==> src/rtl/alu_defs_pkg.sv <==
// Definitions shared between the execute-stage ALU and the HI/LO mul/div unit.
// Optional macro: HILO_MULDIV_SQRT_EN makes OP_SQRT a supported opcode.
package alu_defs_pkg;

  localparam int unsigned XLEN = 32;

  localparam logic [4:0] OP_MULT  = 5'd4;
  localparam logic [4:0] OP_DIV   = 5'd5;
  localparam logic [4:0] OP_MULTU = 5'd9;
  localparam logic [4:0] OP_DIVU  = 5'd10;
  localparam logic [4:0] OP_SQRT  = 5'd12;

  typedef enum logic [1:0] {IDLE, RUN, FIX, DONE} md_state_e;

  typedef enum logic [1:0] {K_MUL, K_DIV, K_SQRT} md_kind_e;

  function automatic logic op_supported(input logic [4:0] op);
    logic ok;
    ok = (op == OP_MULT) || (op == OP_DIV) || (op == OP_MULTU) || (op == OP_DIVU);
`ifdef HILO_MULDIV_SQRT_EN
    ok = ok || (op == OP_SQRT);
`endif
    return ok;
  endfunction

endpackage

==> src/rtl/muldiv_sign_fix.sv <==
// Conditional two's-complement negate; used both for operand magnitude
// capture and for result sign correction.
module muldiv_sign_fix #(
  parameter int unsigned W = 32
) (
  input  logic [W-1:0] i_val,
  input  logic         i_neg,
  output logic [W-1:0] o_val
);

  // Negate when requested, otherwise pass through.
  always_comb begin
    o_val = i_neg ? (~i_val + W'(1)) : i_val;
  end

endmodule

==> src/rtl/hilo_muldiv_unit.sv <==
// Multi-cycle multiply/divide unit owning the architectural HI/LO registers.
// Radix-2 shift-add multiply and restoring divide on magnitudes, with sign
// correction in a final FIX cycle.
// Optional macro: HILO_MULDIV_SQRT_EN adds an unsigned integer square root.
module hilo_muldiv_unit #(
  parameter int unsigned XLEN  = 32,
  parameter int unsigned CNT_W = 6
) (
  input  logic            clk,
  input  logic            rst,
  input  logic            start,
  input  logic [4:0]      opcode,
  input  logic [XLEN-1:0] a,
  input  logic [XLEN-1:0] b,
  input  logic [1:0]      hilo_we,
  input  logic [XLEN-1:0] hilo_wdata,
  output logic            busy,
  output logic            done,
  output logic [XLEN-1:0] HI,
  output logic [XLEN-1:0] LO,
  output logic            zero,
  output logic            neg,
  output logic            div_by_zero
);
  import alu_defs_pkg::*;

  localparam logic [CNT_W-1:0] LAST_MD = CNT_W'(XLEN - 1);
`ifdef HILO_MULDIV_SQRT_EN
  localparam logic [CNT_W-1:0] LAST_SQ = CNT_W'(XLEN / 2 - 1);
`endif

  md_state_e        r_state, w_state_nxt;
  md_kind_e         r_kind;
  logic [CNT_W-1:0] r_cnt, r_last;
  logic             r_signed, r_sa, r_sb;
  logic [XLEN-1:0]  r_hw, r_lw, r_opb;
  logic [XLEN-1:0]  r_hi, r_lo;
  logic             r_zero, r_neg, r_dbz;

  logic             w_accept, w_op_signed, w_op_mul, w_op_div, w_start_ok, w_dbz;
  logic [XLEN-1:0]  w_abs_a, w_abs_b;
  logic [XLEN-1:0]  w_hw_nxt, w_lw_nxt, w_opb_nxt;
  logic [XLEN:0]    w_msum, w_dshift;
  logic [XLEN-1:0]  w_dsub;
  logic             w_dgeq;
  logic [2*XLEN-1:0] w_prod_fix;
  logic [XLEN-1:0]  w_quo_fix, w_rem_fix;
`ifdef HILO_MULDIV_SQRT_EN
  logic [XLEN-1:0]  w_sshift, w_strial;
  logic             w_sgeq;
`endif

  assign w_accept    = (r_state == IDLE) || (r_state == DONE);
  assign w_op_signed = (opcode == OP_MULT) || (opcode == OP_DIV);
  assign w_op_mul    = (opcode == OP_MULT) || (opcode == OP_MULTU);
  assign w_op_div    = (opcode == OP_DIV)  || (opcode == OP_DIVU);
  assign w_start_ok  = start && w_accept && op_supported(opcode);
  assign w_dbz       = w_start_ok && w_op_div && (b == '0);

  muldiv_sign_fix #(.W(XLEN)) u_abs_a (
    .i_val(a), .i_neg(w_op_signed & a[XLEN-1]), .o_val(w_abs_a)
  );
  muldiv_sign_fix #(.W(XLEN)) u_abs_b (
    .i_val(b), .i_neg(w_op_signed & b[XLEN-1]), .o_val(w_abs_b)
  );

  muldiv_sign_fix #(.W(2*XLEN)) u_fix_prod (
    .i_val({r_hw, r_lw}), .i_neg(r_signed & (r_sa ^ r_sb)), .o_val(w_prod_fix)
  );
  muldiv_sign_fix #(.W(XLEN)) u_fix_quo (
    .i_val(r_lw), .i_neg(r_signed & (r_sa ^ r_sb)), .o_val(w_quo_fix)
  );
  muldiv_sign_fix #(.W(XLEN)) u_fix_rem (
    .i_val(r_hw), .i_neg(r_signed & r_sa), .o_val(w_rem_fix)
  );

  // State register.
  always_ff @(posedge clk or posedge rst) begin
    if (rst) r_state <= IDLE;
    else     r_state <= w_state_nxt;
  end

  // Next-state decode plus busy/done outputs.
  always_comb begin
    w_state_nxt = r_state;
    busy        = 1'b0;
    done        = 1'b0;
    case (r_state)
      IDLE: begin
        if (w_start_ok) w_state_nxt = w_dbz ? DONE : RUN;
      end
      RUN: begin
        busy = 1'b1;
        if (r_cnt == r_last) w_state_nxt = FIX;
      end
      FIX: begin
        busy        = 1'b1;
        w_state_nxt = DONE;
      end
      DONE: begin
        done = 1'b1;
        if (w_start_ok) w_state_nxt = w_dbz ? DONE : RUN;
        else            w_state_nxt = IDLE;
      end
      default: w_state_nxt = IDLE;
    endcase
  end

  // One iteration of the selected algorithm. The work registers are reused:
  // multiply keeps {partial-high, multiplier/product-low}, divide keeps
  // {remainder, dividend/quotient}, sqrt keeps {remainder, radicand} with the
  // root growing in r_opb.
  always_comb begin
    w_hw_nxt  = r_hw;
    w_lw_nxt  = r_lw;
    w_opb_nxt = r_opb;
    w_msum    = {1'b0, r_hw} + (r_lw[0] ? {1'b0, r_opb} : '0);
    w_dshift  = {r_hw, r_lw[XLEN-1]};
    w_dgeq    = (w_dshift >= {1'b0, r_opb});
    w_dsub    = w_dshift[XLEN-1:0] - r_opb;
`ifdef HILO_MULDIV_SQRT_EN
    w_sshift  = {r_hw[XLEN-3:0], r_lw[XLEN-1:XLEN-2]};
    w_strial  = {r_opb[XLEN-3:0], 2'b01};
    w_sgeq    = (w_sshift >= w_strial);
`endif
    case (r_kind)
      K_MUL: begin
        w_hw_nxt = w_msum[XLEN:1];
        w_lw_nxt = {w_msum[0], r_lw[XLEN-1:1]};
      end
      K_DIV: begin
        w_hw_nxt = w_dgeq ? w_dsub : w_dshift[XLEN-1:0];
        w_lw_nxt = {r_lw[XLEN-2:0], w_dgeq};
      end
`ifdef HILO_MULDIV_SQRT_EN
      K_SQRT: begin
        w_hw_nxt  = w_sgeq ? (w_sshift - w_strial) : w_sshift;
        w_lw_nxt  = {r_lw[XLEN-3:0], 2'b00};
        w_opb_nxt = {r_opb[XLEN-2:0], w_sgeq};
      end
`endif
      default: ;
    endcase
  end

  // Operand capture, iteration, result/flag writeback and mthi/mtlo writes.
  always_ff @(posedge clk or posedge rst) begin
    if (rst) begin
      r_kind   <= K_MUL;
      r_cnt    <= '0;
      r_last   <= '0;
      r_signed <= 1'b0;
      r_sa     <= 1'b0;
      r_sb     <= 1'b0;
      r_hw     <= '0;
      r_lw     <= '0;
      r_opb    <= '0;
      r_hi     <= '0;
      r_lo     <= '0;
      r_zero   <= 1'b0;
      r_neg    <= 1'b0;
      r_dbz    <= 1'b0;
    end else begin
      case (r_state)
        IDLE, DONE: begin
          if (hilo_we[1]) r_hi <= hilo_wdata;
          if (hilo_we[0]) r_lo <= hilo_wdata;
          if (w_dbz) begin
            r_dbz  <= 1'b1;
            r_zero <= 1'b0;
            r_neg  <= 1'b0;
          end else if (w_start_ok) begin
            r_cnt    <= '0;
            r_signed <= w_op_signed;
            r_sa     <= a[XLEN-1];
            r_sb     <= b[XLEN-1];
            r_hw     <= '0;
            r_last   <= LAST_MD;
            if (w_op_mul) begin
              r_kind <= K_MUL;
              r_lw   <= w_abs_b;
              r_opb  <= w_abs_a;
            end else if (w_op_div) begin
              r_kind <= K_DIV;
              r_lw   <= w_abs_a;
              r_opb  <= w_abs_b;
            end
`ifdef HILO_MULDIV_SQRT_EN
            else begin
              r_kind <= K_SQRT;
              r_lw   <= a;
              r_opb  <= '0;
              r_last <= LAST_SQ;
            end
`endif
          end
        end
        RUN: begin
          r_hw  <= w_hw_nxt;
          r_lw  <= w_lw_nxt;
          r_opb <= w_opb_nxt;
          r_cnt <= r_cnt + CNT_W'(1);
        end
        FIX: begin
          r_dbz <= 1'b0;
          case (r_kind)
            K_MUL: begin
              {r_hi, r_lo} <= w_prod_fix;
              r_zero       <= (w_prod_fix == '0);
              r_neg        <= r_signed & w_prod_fix[2*XLEN-1];
            end
            K_DIV: begin
              r_lo   <= w_quo_fix;
              r_hi   <= w_rem_fix;
              r_zero <= (w_quo_fix == '0);
              r_neg  <= r_signed & w_quo_fix[XLEN-1];
            end
`ifdef HILO_MULDIV_SQRT_EN
            K_SQRT: begin
              r_lo   <= r_opb;
              r_hi   <= r_hw;
              r_zero <= (r_opb == '0);
              r_neg  <= 1'b0;
            end
`endif
            default: ;
          endcase
        end
        default: ;
      endcase
    end
  end

  assign HI          = r_hi;
  assign LO          = r_lo;
  assign zero        = r_zero;
  assign neg         = r_neg;
  assign div_by_zero = r_dbz;

endmodule

==> config.mk <==
export PLATFORM = sky130hd
export DESIGN_NAME = hilo_muldiv_unit
export DESIGN_NICKNAME = d
export VERILOG_FILES = /design/src/rtl/alu_defs_pkg.sv /design/src/rtl/muldiv_sign_fix.sv /design/src/rtl/hilo_muldiv_unit.sv
export SDC_FILE = /design/constraint.sdc
export NUM_CORES = 1
export LEC_CHECK = 0
export BUFFER_PORTS_ARGS = -buffer_cell sky130_fd_sc_hd__buf_2
export CAP_MARGIN = 20
export CORE_AREA = 10 10 173 175
export DETAILED_ROUTE_END_ITERATION = 10
export DIE_AREA = 0 0 183 185
export HOLD_SLACK_MARGIN = 0.15
export PLACE_DENSITY_LB_ADDON = 0.15
export RECOVER_POWER = 50
export SYNTH_ARGS = -nofsm -noshare
export SYNTH_HDL_FRONTEND = slang
export SYNTH_SLANG_ARGS = --single-unit
==> constraint.sdc <==
create_clock -name clk -period 8.35 [get_ports clk]
set_input_delay 0.835 -clock clk [delete_from_list [all_inputs] [get_ports clk]]
set_output_delay 0.835 -clock clk [all_outputs]
set_load 0.05 [all_outputs]
Word level (Yosys, flattened, before mapping)
Cells that the tools add are included.
- bits in registers: 177
- input bits: 106
- output and inout port bits: 69
- logic and storage cells: 130
- $lt $le $gt $ge: 1
- add/sub/neg operators: 8
- bitwise logic cells: 13
- equality and inequality tests: 19
- multiplexer cells: 44
- reduce and logical (&&, ||, !) cells: 30
- operators with widths (operator ; count):
    2-to-1 mux 32 bit ; 16
    case mux 32 bit (2 select lines) ; 8
    adder 32 x 1 -> 32 bit, second input constant ; 4
    inverter 32 bit ; 4
    adder 64 x 1 -> 64 bit, second input constant ; 1
    zero test 32 bit ; 2
    zero test 64 bit ; 1
    2-to-1 mux 64 bit ; 1
    inverter 64 bit ; 1
    adder 32 x 32 -> 33 bit ; 1
    >= comparator 33 x 32 -> 1 bit ; 1
    subtractor 32 bit ; 1
    AND reduction 3 bit ; 5
    != test 2 bit, second input constant ; 7
    2-to-1 mux 2 bit ; 6
    2-to-1 mux 6 bit ; 2
    case mux 6 bit (2 select lines) ; 1
    == test 5 x 3 -> 1 bit, second input constant ; 2
    == test 5 x 4 -> 1 bit, second input constant ; 2
    case mux 1 bit (2 select lines) ; 5
    case mux 2 bit (4 select lines) ; 1
    AND reduction 4 bit ; 2
    adder 6 x 1 -> 6 bit, second input constant ; 1
    AND 1 bit ; 6
    15 further kinds ; 34

Logic depth before layout (Yosys ltp)
Gate-level depths: netlist of the first run.
- depth after elaboration: 10
- depth in mapped cells: 14

By module
From an unflattened synthesis of the first run, not the netlist that was laid out.
- cells, all modules: 2232
- area total of the unflattened synthesis: 18587.8 µm²
- modules (own cells, without submodules) (module ; times used ; sequential area each (µm²) ; area an instance (µm²) ; cells an instance):
    hilo_muldiv_unit ; 1 ; 4404.2 ; 13830.8 ; 1630
    muldiv_sign_fix (u_abs_a ...) ; 4 ; 0.0 ; 777.0 ; 99
    muldiv_sign_fix (u_fix_prod) ; 1 ; 0.0 ; 1649.1 ; 206

Worst setup path before layout of the first run
No wires, ideal clock.
- kind: register to register
- start: reg r_hw[0]
- end: reg r_zero (netlist: zero)
- stages on the path, launching flop included: 14
- setup time: 95 ps
- arrival time: 3461 ps
- path slack: 4794 ps
- path through: dfrtp_1 > clkbuf_1 > inv_1 > ha_1 > nor3b_1 > nand3b_4 > or3_1 > or3_1 > or4_1 > a21oi_1 > a21oi_1 > nor4_2 > a41oi_1 > o31ai_1
- cells in the longest elaborated chain, start to end: 6
- RTL lines (element ; line ; source):
    from (decl) ; hilo_muldiv_unit.sv:36 ; logic [XLEN-1:0] r_hw, r_lw, r_opb;
    from (signal assigned) ; hilo_muldiv_unit.sv:199 ; r_hw <= w_hw_nxt;
    inverter 64 bit ; muldiv_sign_fix.sv:13 ; o_val = i_neg ? (~i_val + W'(1)) : i_val;
    adder 64 x 1 -> 64 bit ; muldiv_sign_fix.sv:13 ;
    2-to-1 mux 64 bit * ; muldiv_sign_fix.sv:13 ;
    zero test 64 bit * ; hilo_muldiv_unit.sv:209 ; r_zero <= (w_prod_fix == '0);
    case mux 1 bit (2 select lines) * ; hilo_muldiv_unit.sv:206 ; case (r_kind)
    case mux 1 bit (2 select lines) * ; hilo_muldiv_unit.sv:164 ; case (r_state)
    to (signal assigned) ; hilo_muldiv_unit.sv:209 ;
    to (signal assigned) ; hilo_muldiv_unit.sv:215 ; r_zero <= (w_quo_fix == '0);
    to (decl) ; hilo_muldiv_unit.sv:38 ; logic r_zero, r_neg, r_dbz;
Every way passes the cells marked *; elsewhere a longest branch is shown, timed or not.
A chain may end at the register's enable or synchronous reset.

Final worst setup path of the first run
- start: reg r_hw[0]
- end: reg r_lw[0]
- cells in the longest elaborated chain, start to end: 3
- RTL lines (element ; line ; source):
    >= comparator 33 x 32 -> 1 bit ; hilo_muldiv_unit.sv:119 ; w_dgeq = (w_dshift >= {1'b0, r_opb});
    case mux 32 bit (2 select lines) ; hilo_muldiv_unit.sv:126 ; case (r_kind)
    case mux 32 bit (2 select lines) ; hilo_muldiv_unit.sv:164 ;
    to (signal assigned) ; hilo_muldiv_unit.sv:181 ; r_lw <= w_abs_b;
    to (signal assigned) ; hilo_muldiv_unit.sv:185 ; r_lw <= w_abs_a;
    to (signal assigned) ; hilo_muldiv_unit.sv:200 ; r_lw <= w_lw_nxt;
    to (decl) ; hilo_muldiv_unit.sv:36 ;
Every way passes these cells.

==> impl_results.md, run 1 <==
* Outcome: complete, but fails checks
* Violated checks: max-capacitance violations, max-slew violations
* CP max stage cell: dfrtp_1
* Gr usage total at 32.6%
* Routed wire length at around 56,000 µm
* DP HPWL at 43,600 µm
* Clock Latency Late Sink at between 0.4 and 0.5 ns
* Placed Area at 17,200 µm²
* Peak supply drop at 288 µV
* Row cnt at 60
* Reg clk slew, reported paths at around 0.09 ns
* Die Y at 185 µm
* Max_slew headroom at -183%
* Final setup vio count at 0
* Nets at about 2,400
* DR iter-0 viols at 2,017
* Area of the multi-input gates at 11,200 µm²
* Setup crit start kind: flip-flop
* Crit Path Class: reg -> reg
* CTS Root Cell: clkbuf_16
* Die W at 183 µm
* Ys flop type: dfrtp_1
* Syn Nets at 2,342
* Starting Density at slightly above 60%
* Clock Skews at 0.0208 ns
* Antenna Nets Post-Route at 0
* Number of synthesized register bits at 176
* TritonCTS Buffers at 17
* Layout cells sized above 1 at 11.3%
* Critical Path AT at between 4 and 5 ns
* Sequential fraction of the synthesis area at 26.7%
* Worst-margin pin slew at roughly 4.2 ns
* Fmax at approximately 0.23 GHz
* CP Buf/Inv Count at 1
* Core area at approximately 27,000 µm²
* Register area at 4410 µm²
* Crit path time final at 4.34 ns
* Die Area at 33,900 µm²
* Max-slew violation count at 98
* Sequential power share at between 20% and 30%
* Crit path required time at 8.65 ns
* CP Max Fanout at 45
* Synthesized cell area at 16,500 µm²
* DR pass1 iterations at 8
* Hold WC Path Type: reg -> reg
* Unique cell type count in the Yosys netlist at 87
* Most frequent CP cell: o31a_1
* Sw frac at between 50% and 60%
* Setup tns final at 0 ns
* # fillers at 2,286
* CTS tree: done
* Dpl ws at 3.81 ns
* Number of synthesized flops with an enable pin at 0
* Grt ovf at 0
* Antenna violations before repair at 1
* Gpl congestion at just over 1
* First-pass GRT wire length at 88,300 µm
* P_leak at 7.97 nW
* H-tree depth at 4
* Overall power at around 8.8 mW
* Post-route insts no fill at 2,573
* Clk pwr share at 9.9%
* Synth-to-layout area growth at 8.63%
* Io pins at 175
* Residual DRC at 0
* TritonCTS Sinks at 176
* Setup WS post-layout at 4.01 ns
* Post-route cell area at ~18,000 µm²
* Total of max-cap violations at 1
* Post-synthesis async set-or-reset flop share at 100%
* RSZ-0062 raised after global routing: false
* Psw at 5.02 mW
* Synth Instances at 2,160
* Longest Clk Path Bufs at 2
* Pwr Density at 490 nW/µm²
* CP endpoint kind: flip-flop
* Yosys Warn Count at 0
* Largest net degree at the start of global routing at 98
* Final period utilization at 51.9%
* Post-CTS resize count at 0
* Syn Area/Cell at 7.63 µm²
* Max stage delay on crit path at 0.68 ns
* Vias in the first global route at around 16,000
* Fin. Hold Viols at 0
* Postcts setup bufs at 0
* DR vias/cell at 6.62
* WL per Instance at 21.9 µm
* Placed cell count at 2,538
* Via count at 17,000
* # diodes at 0
* Critical Path, Cell by Cell: ha_1 > nor2b_1 > o31a_1 > o31a_1 > a31oi_1 > o31a_1 > o21ai_0 > a31oi_4 > buf_4 > nand2_1 > a311oi_1 > a21oi_1
* Pint at 3.75 mW
* Comb pwr share at 68.8%
* Delay-heaviest family, CP: compound AO/OA/AOI/OAI gates
* IO buf count at 174
* Hold_buf cts at 0
==> power groups by stage <==
stage | Combinational [mW] | Clock, mW | Sequential, mW
3_3_place_gp | 5.77 | 0 | 1.83
6_report | 6.03 | 0.872 | 1.86
2_1_floorplan | 4.14 | 0 | 2.05
3_5_place_dp | 5.84 | 0 | 1.85
4_1_cts | 5.88 | 0.874 | 1.83
5_1_grt | 6.54 | 0.911 | 1.92
==> synth_stat cells, drive strengths merged (6+ instances only) <==
cell / count / share of area (%)
nor2: 239 / 5.4
nand2: 229 / 5.2
a21oi: 224 / 6.8
o21ai: 190 / 5.8
dfrtp: 176 / 27
clkbuf: 128 / 3.4
xnor2: 104 / 5.5
xor2: 81 / 4.3
ha: 74 / 5.6
inv: 66 / 1.5
a21o: 57 / 2.6
nor3: 55 / 1.8
mux2i: 53 / 3.2
a211oi: 50 / 2.3
nand4: 31 / 1.2
nor4: 28 / 1.2
a31oi: 27 / 1.0
buf: 25 / 0.83
o31ai: 24 / 1.1
or3: 24 / 0.94
mux2: 23 / 1.6
nand2b: 23 / 0.87
nand3: 23 / 0.70
a22o: 15 / 0.80
and3: 13 / 0.49
or4: 12 / 0.59
nor2b: 11 / 0.42
o211ai: 11 / 0.50
o21a: 11 / 0.50
o21bai: 11 / 0.50
and2: 10 / 0.38
o41ai: 9 / 0.59
or2: 8 / 0.30
a221o: 7 / 0.43
a22oi: 7 / 0.32
o221ai: 7 / 0.37
nor3b: 6 / 0.27
==> final cells by class <==
cell class / instances / share of cell area [%]
clock buffers: 17 / 2.38
clock inverters: 15 / 1.20
inverters: 66 / 1.39
multi-input cells: 1764 / 62.4
flip-flops and latches: 176 / 24.6
well taps: 341 / 2.38
repair buffers: 194 / 5.69
==> metrics by stage <==
stage | utilization [%] | hold slack, ns
after floorplan | - | 0.450
after global placement | 64.9 | 0.454
after detailed placement | 64.9 | 0.461
after CTS | 67.3 | 0.481
after global routing | 67.4 | 0.503
final | 67.4 | 0.477
==> per-layer routing <==
layer	part of all wire, %	GRT usage (%)
met4	4.8	14.7
met5	0.16	1.69
met1	41	42.8
met2	43	49.5
met3	11	7.99
==> cell usage in the layout, fill, tap and decap left out, types with 23 or more instances in the layout <==
cell type and count:
mux2i_1 53, nor2_1 239, o21ai_0 188, nand3_1 23, a21o_1 57, nand4_1 30
buf_2 140, a21oi_1 224, xnor2_1 104, ha_1 73, a211oi_1 50, nor3_1 51
inv_1 65, dfrtp_1 175, nand2b_1 23, clkbuf_1 35, xor2_1 81, a31oi_1 26
mux2_2 23, nor4_1 26, o31ai_1 24, nand2_1 227
==> path summary, 6_finish.rpt <==
kind / cells after the start / start / slack (ns) / endpoint
worst min register to register: 1 / LO[12]$_DFFE_PP0P_ / 0.48 / LO[12]$_DFFE_PP0P_
worst min-delay path: 1 / LO[12]$_DFFE_PP0P_ / 0.48 / LO[12]$_DFFE_PP0P_
min in group asynchronous: 2 / rst / 1.65 / HI[5]$_DFFE_PP0P_
worst max register to register: 12 / r_hw[0]$_DFFE_PP0P_ / 4.01 / r_lw[0]$_DFFE_PP0P_
worst max-delay path: 12 / r_hw[0]$_DFFE_PP0P_ / 4.01 / r_lw[0]$_DFFE_PP0P_
max in group asynchronous: 4 / rst / 4.55 / r_lw[28]$_DFFE_PP0P_
==> sequential cells by signal, summed over array words and instances (netlist names) <==
name         count
neg              1
HI              32
r_opb           32
LO              32
r_kind           1
r_lw            32
r_cnt            6
div_by_zero      1
r_sa             1
r_sb             1
zero             1
r_signed         1
r_hw            32
r_state          2
r_last           1
==> cells by family (layout without fill, tap and decap cells) <==
| family | count (synthesis) | after routing | synth area share [%] |
|---|---|---|---|
| adders and majority gates | 76 | 76 | 5.86 |
| DFF | 176 | 176 | 26.7 |
| xor gates and xnor gates | 185 | 185 | 9.83 |
| and+or+nand+nor | 729 | 729 | 20.8 |
| buffers and inverters | 220 | 292 | 5.84 |
| muxes | 76 | 76 | 4.79 |
| AOI/OAI and AO/OA | 698 | 698 | 26.1 |
Power figures use the tool's default switching activity.
==> inputs of run 2 (changes only) <==
--- a/config.mk
+++ b/config.mk
@@ -5,11 +5,12 @@
 export SDC_FILE = /design/constraint.sdc
 export NUM_CORES = 1
 export LEC_CHECK = 0
+export ABC_AREA = 1
 export BUFFER_PORTS_ARGS = -buffer_cell sky130_fd_sc_hd__buf_2
 export CAP_MARGIN = 20
-export CORE_AREA = 10 10 173 175
+export CORE_AREA = 10 10 182 184
 export DETAILED_ROUTE_END_ITERATION = 10
-export DIE_AREA = 0 0 183 185
+export DIE_AREA = 0 0 192 194
 export HOLD_SLACK_MARGIN = 0.15
 export PLACE_DENSITY_LB_ADDON = 0.15
 export RECOVER_POWER = 50
==> constraint.sdc (replaced) <==
create_clock -name clk -period 4.4 [get_ports clk]
set_input_delay 0.44 -clock clk [delete_from_list [all_inputs] [get_ports clk]]
set_output_delay 0.44 -clock clk [all_outputs]
set_load 0.05 [all_outputs]
==> impl_results.md, run 2 <==
* WL per Instance at 21.7 µm (-0.85%)
* Starting Density at 61.0% (-1.0 points)
* Row cnt at 63 (+5.0%)
* Die W at 192 µm (+4.9%)
* CTS Root Cell: clkbuf_16
* Synth Instances at 2,931 (+36%)
* Syn Area/Cell at 6.12 µm² (-20%)
* H-tree depth at 4 (unchanged)
* Clock Skews at 0.0117 ns (-0.00917 ns)
* DR pass1 iterations at 9 (+1)
* Final period utilization at 77.0% (+25 points)
* Antenna violations before repair at 2 (+1)
* Crit path time final at 3.39 ns (-0.947 ns)
* Max_slew headroom at -1.31% (+180 points)
* Violated checks: max-capacitance violations, max-slew violations
* DP HPWL at 58,900 µm (+35%)
* Die Area at 37,200 µm² (+10%)
* Number of synthesized register bits at 176 (unchanged)
* Pint at 6.11 mW (+63%)
* IO buf count at 174 (unchanged)
* Core area at 29,400 µm² (+11%)
* Reg clk slew, reported paths at 0.08 ns (about the same)
* Synthesized cell area at 17,900 µm² (+8.8%)
* R2R Path Start: r_lw[0]$_DFFE_PP0P_
* Post-route cell area at 19,600 µm² (+9.2%)
* Critical Path, Cell by Cell: buf_4 > nand2_1 > inv_1 > ha_1 > a21oi_1 > o21ai_0 > a21oi_1 > inv_1 > a31oi_1 > nand2_1 > nand2_1 > nand2_1 > o21ai_0 > inv_1 > o21ai_0 > nand2_1
* # diodes at 0 (unchanged)
* Nets at 3,229 (+34%)
* Commonest cells post-synth: 786 x nand2_1, 440 x nor2_1, 314 x inv_1
* First-pass GRT wire length at 114,000 µm (+29%)
* Setup crit start kind: flip-flop
* CP Buf/Inv Count at 4 (+3)
* Peak supply drop at 665 µV (+130%)
* Most common cell after layout, fill and taps aside: nand2_1
* Setup WS post-layout at 1.01 ns (-3.00 ns)
* Sequential power share at 20.1% (-1.2 points)
* Largest net degree at the start of global routing at 92 (-6.1%)
* Placed cell count at 3,417 (+35%)
* CTS tree: done
* CP max stage cell: dfrtp_1
* Layout cells sized above 1 at 7.09% (-4.2 points)
* Worst Hold Launch: hilo_wdata[17]
* Worst-margin pin slew at 1.52 ns (-2.71 ns)
* Critical Path AT at 3.74 ns (-0.90 ns)
* Synth-to-layout area growth at 9.02%
* Most frequent cells in the layout: 786 x nand2_1, 438 x nor2_1, 313 x inv_1, 207 x nand3_1, 175 x dfrtp_1
* Vias in the first global route at 20,100 (+27%)
* Yosys Warn Count at 0 (unchanged)
* Max-slew violation count at 59 (-40%)
* Longest Clk Path Bufs at 2 (unchanged)
* Number of synthesized flops with an enable pin at 0 (unchanged)
* Comb pwr share at 70.0% (+1.2 points)
* Psw at 9.94 mW (+98%)
* Gr usage total at 39.0% (+6.5 points)
* Fmax at 0.295 GHz (+28%)
* Top cell type's share of synthesized area at 24.6% (-2.2 points)
* Register area at 4410 µm² (unchanged)
* TritonCTS Sinks at 176 (unchanged)
* # fillers at 2,799 (+22%)
* Crit Path Class: reg -> reg
* Max stage delay on crit path at 0.77 ns (+0.09 ns)
* Via count at 21,900 (+29%)
* Area of the multi-input gates at 11,800 µm² (+6.1%)
* RSZ-0062 raised after global routing: false
* Overall power at 16.0 mW (+83%)
* Hold WS at 0.258 ns (-0.219 ns)
* Clock Latency Late Sink at 0.47 ns (about the same)
* Sequential fraction of the synthesis area at 24.6% (-2.2 points)
* DR vias/cell at 6.36 (-3.9%)
* CP Launch Point: r_lw[0]$_DFFE_PP0P_
* Clk pwr share at 9.8% (about the same)
* Gpl congestion at 1.11 (+8.8%)
* Syn Nets at 3,113 (+33%)
* Most frequent CP cell: nand2_1
* Ys flop type: dfrtp_1
* Unique cell type count in the Yosys netlist at 58 (-33%)
* DR iter-0 viols at 3,695 (+83%)
* Outcome: complete, but fails checks
* Io pins at 175 (unchanged)
* Top cells by area, synth: dfrtp_1 25%, nand2_1 16%, nor2_1 9.2%
* Leading area contributor after synthesis: dfrtp_1
* Post-route insts no fill at 3,450 (+34%)
* Total of max-cap violations at 1 (unchanged)
* P_leak at 9.56 nW (+20%)
* Die Y at 194 µm (+4.9%)
* Hold WC Path Type: in -> reg
* Dpl ws at 1.18 ns (-2.63 ns)
* Placed Area at 19,000 µm² (+10%)
* Antenna Nets Post-Route at 0 (unchanged)
* Post-synthesis async set-or-reset flop share at 100% (unchanged)
* CP endpoint kind: flip-flop
* Grt ovf at 0 (unchanged)
* Routed wire length at 74,800 µm (+33%)
* Pwr Density at 820 nW/µm² (+67%)
* Post-Route Utilization at 66.5% (-0.86 points)
* Most instantiated library cell after synthesis: nand2_1
* TritonCTS Buffers at 17 (unchanged)
* Sw frac at 61.9% (+4.6 points)
* Delay-heaviest family, CP: compound AO/OA/AOI/OAI gates
* CP Max Fanout at 24 (-47%)
* Residual DRC at 0 (unchanged)
* Fin. Hold Viols at 0 (unchanged)
* Setup tns final at 0 ns (unchanged)
* Final setup vio count at 0 (unchanged)
* Crit path required time at 4.76 ns (-3.89 ns)
* Postcts setup bufs at 0 (unchanged)
## run 2: cell types whose count changed after synthesis, sizes merged, moves of 57 or more
cell / change
nand2: +564
inv: +255
xnor2: -84
nor2: +206
a21oi: -57
nand3: +186
clkbuf: -63
## run 2: cells by family after synthesis
logic type,count (synthesis),synth area share (%)
mux,4,0.244
flops,176,24.6
fa+ha+maj,76,5.38
xor+xnor,119,5.81
compound gates,548,17.9
simple gates,1578,36.6
buf+inv,430,9.51
## run 2: layout make-up
| cell class | count | area share [%] |
|---|---|---|
| Multi-Input combinational cell | 2325 | 60.6 |
| Sequential cell | 176 | 22.5 |
| Inverter | 326 | 6.29 |
| Timing Repair Buffer | 201 | 5.10 |
| Tap cell | 390 | 2.50 |
| Clock buffer | 17 | 2.18 |
| Clock inverter | 15 | 0.844 |
## run 2: metal layers
| metal | track usage, % | vias to the layer above | share of wire (%) |
|---|---|---|---|
| met4 | 22.9 | 2 | 7.2 |
| li1 | - | 9929 | - |
| met2 | 57.3 | 1643 | 42 |
| met1 | 50.9 | 10000 | 38 |
| met3 | 9.12 | 342 | 13 |
| met5 | 1.51 | - | 0.096 |
## run 2: worst reg2reg max path: cells and delay by family, from the launching register on
family	cells	cell delay, ns
AOI/OAI and AO/OA	6	1.17
DFF	1	0.77
buffers and inverters	4	0.60
and+or+nand+nor	5	0.44
adders and majority gates	1	0.30
## run 2: power groups by stage
| stage | Clock, mW | Combinational, mW | Sequential (mW) |
|---|---|---|---|
| after floorplan | 0 | 6.76 | 3.94 |
| after global placement | 0 | 10.6 | 3.15 |
| after detailed placement | 0 | 10.8 | 3.18 |
| after CTS | 1.57 | 10.9 | 3.16 |
| after global routing | 1.63 | 12.1 | 3.27 |
| final | 1.58 | 11.2 | 3.23 |
## run 2: path summary, 6_finish.rpt
kind,to,slack [ns],cells past startpoint
setup / recovery,r_hw[30]$_DFFE_PP0P_,1.01,16
max in group asynchronous,r_opb[4]$_DFFE_PP0P_,1.50,4
hold / removal,LO[17]$_DFFE_PP0P_,0.26,3
hold reg to reg,neg$_DFFE_PP0P_,0.50,2
min in group asynchronous,HI[21]$_DFFE_PP0P_,0.81,3
setup reg to reg,r_hw[30]$_DFFE_PP0P_,1.01,16
## run 2: what timing repair did
| item | CTS | global route |
|---|---|---|
| hold buffers | 1 | 0 |
| resized for setup | 0 | 0 |
| hold endpoints to repair | 27 | 0 |
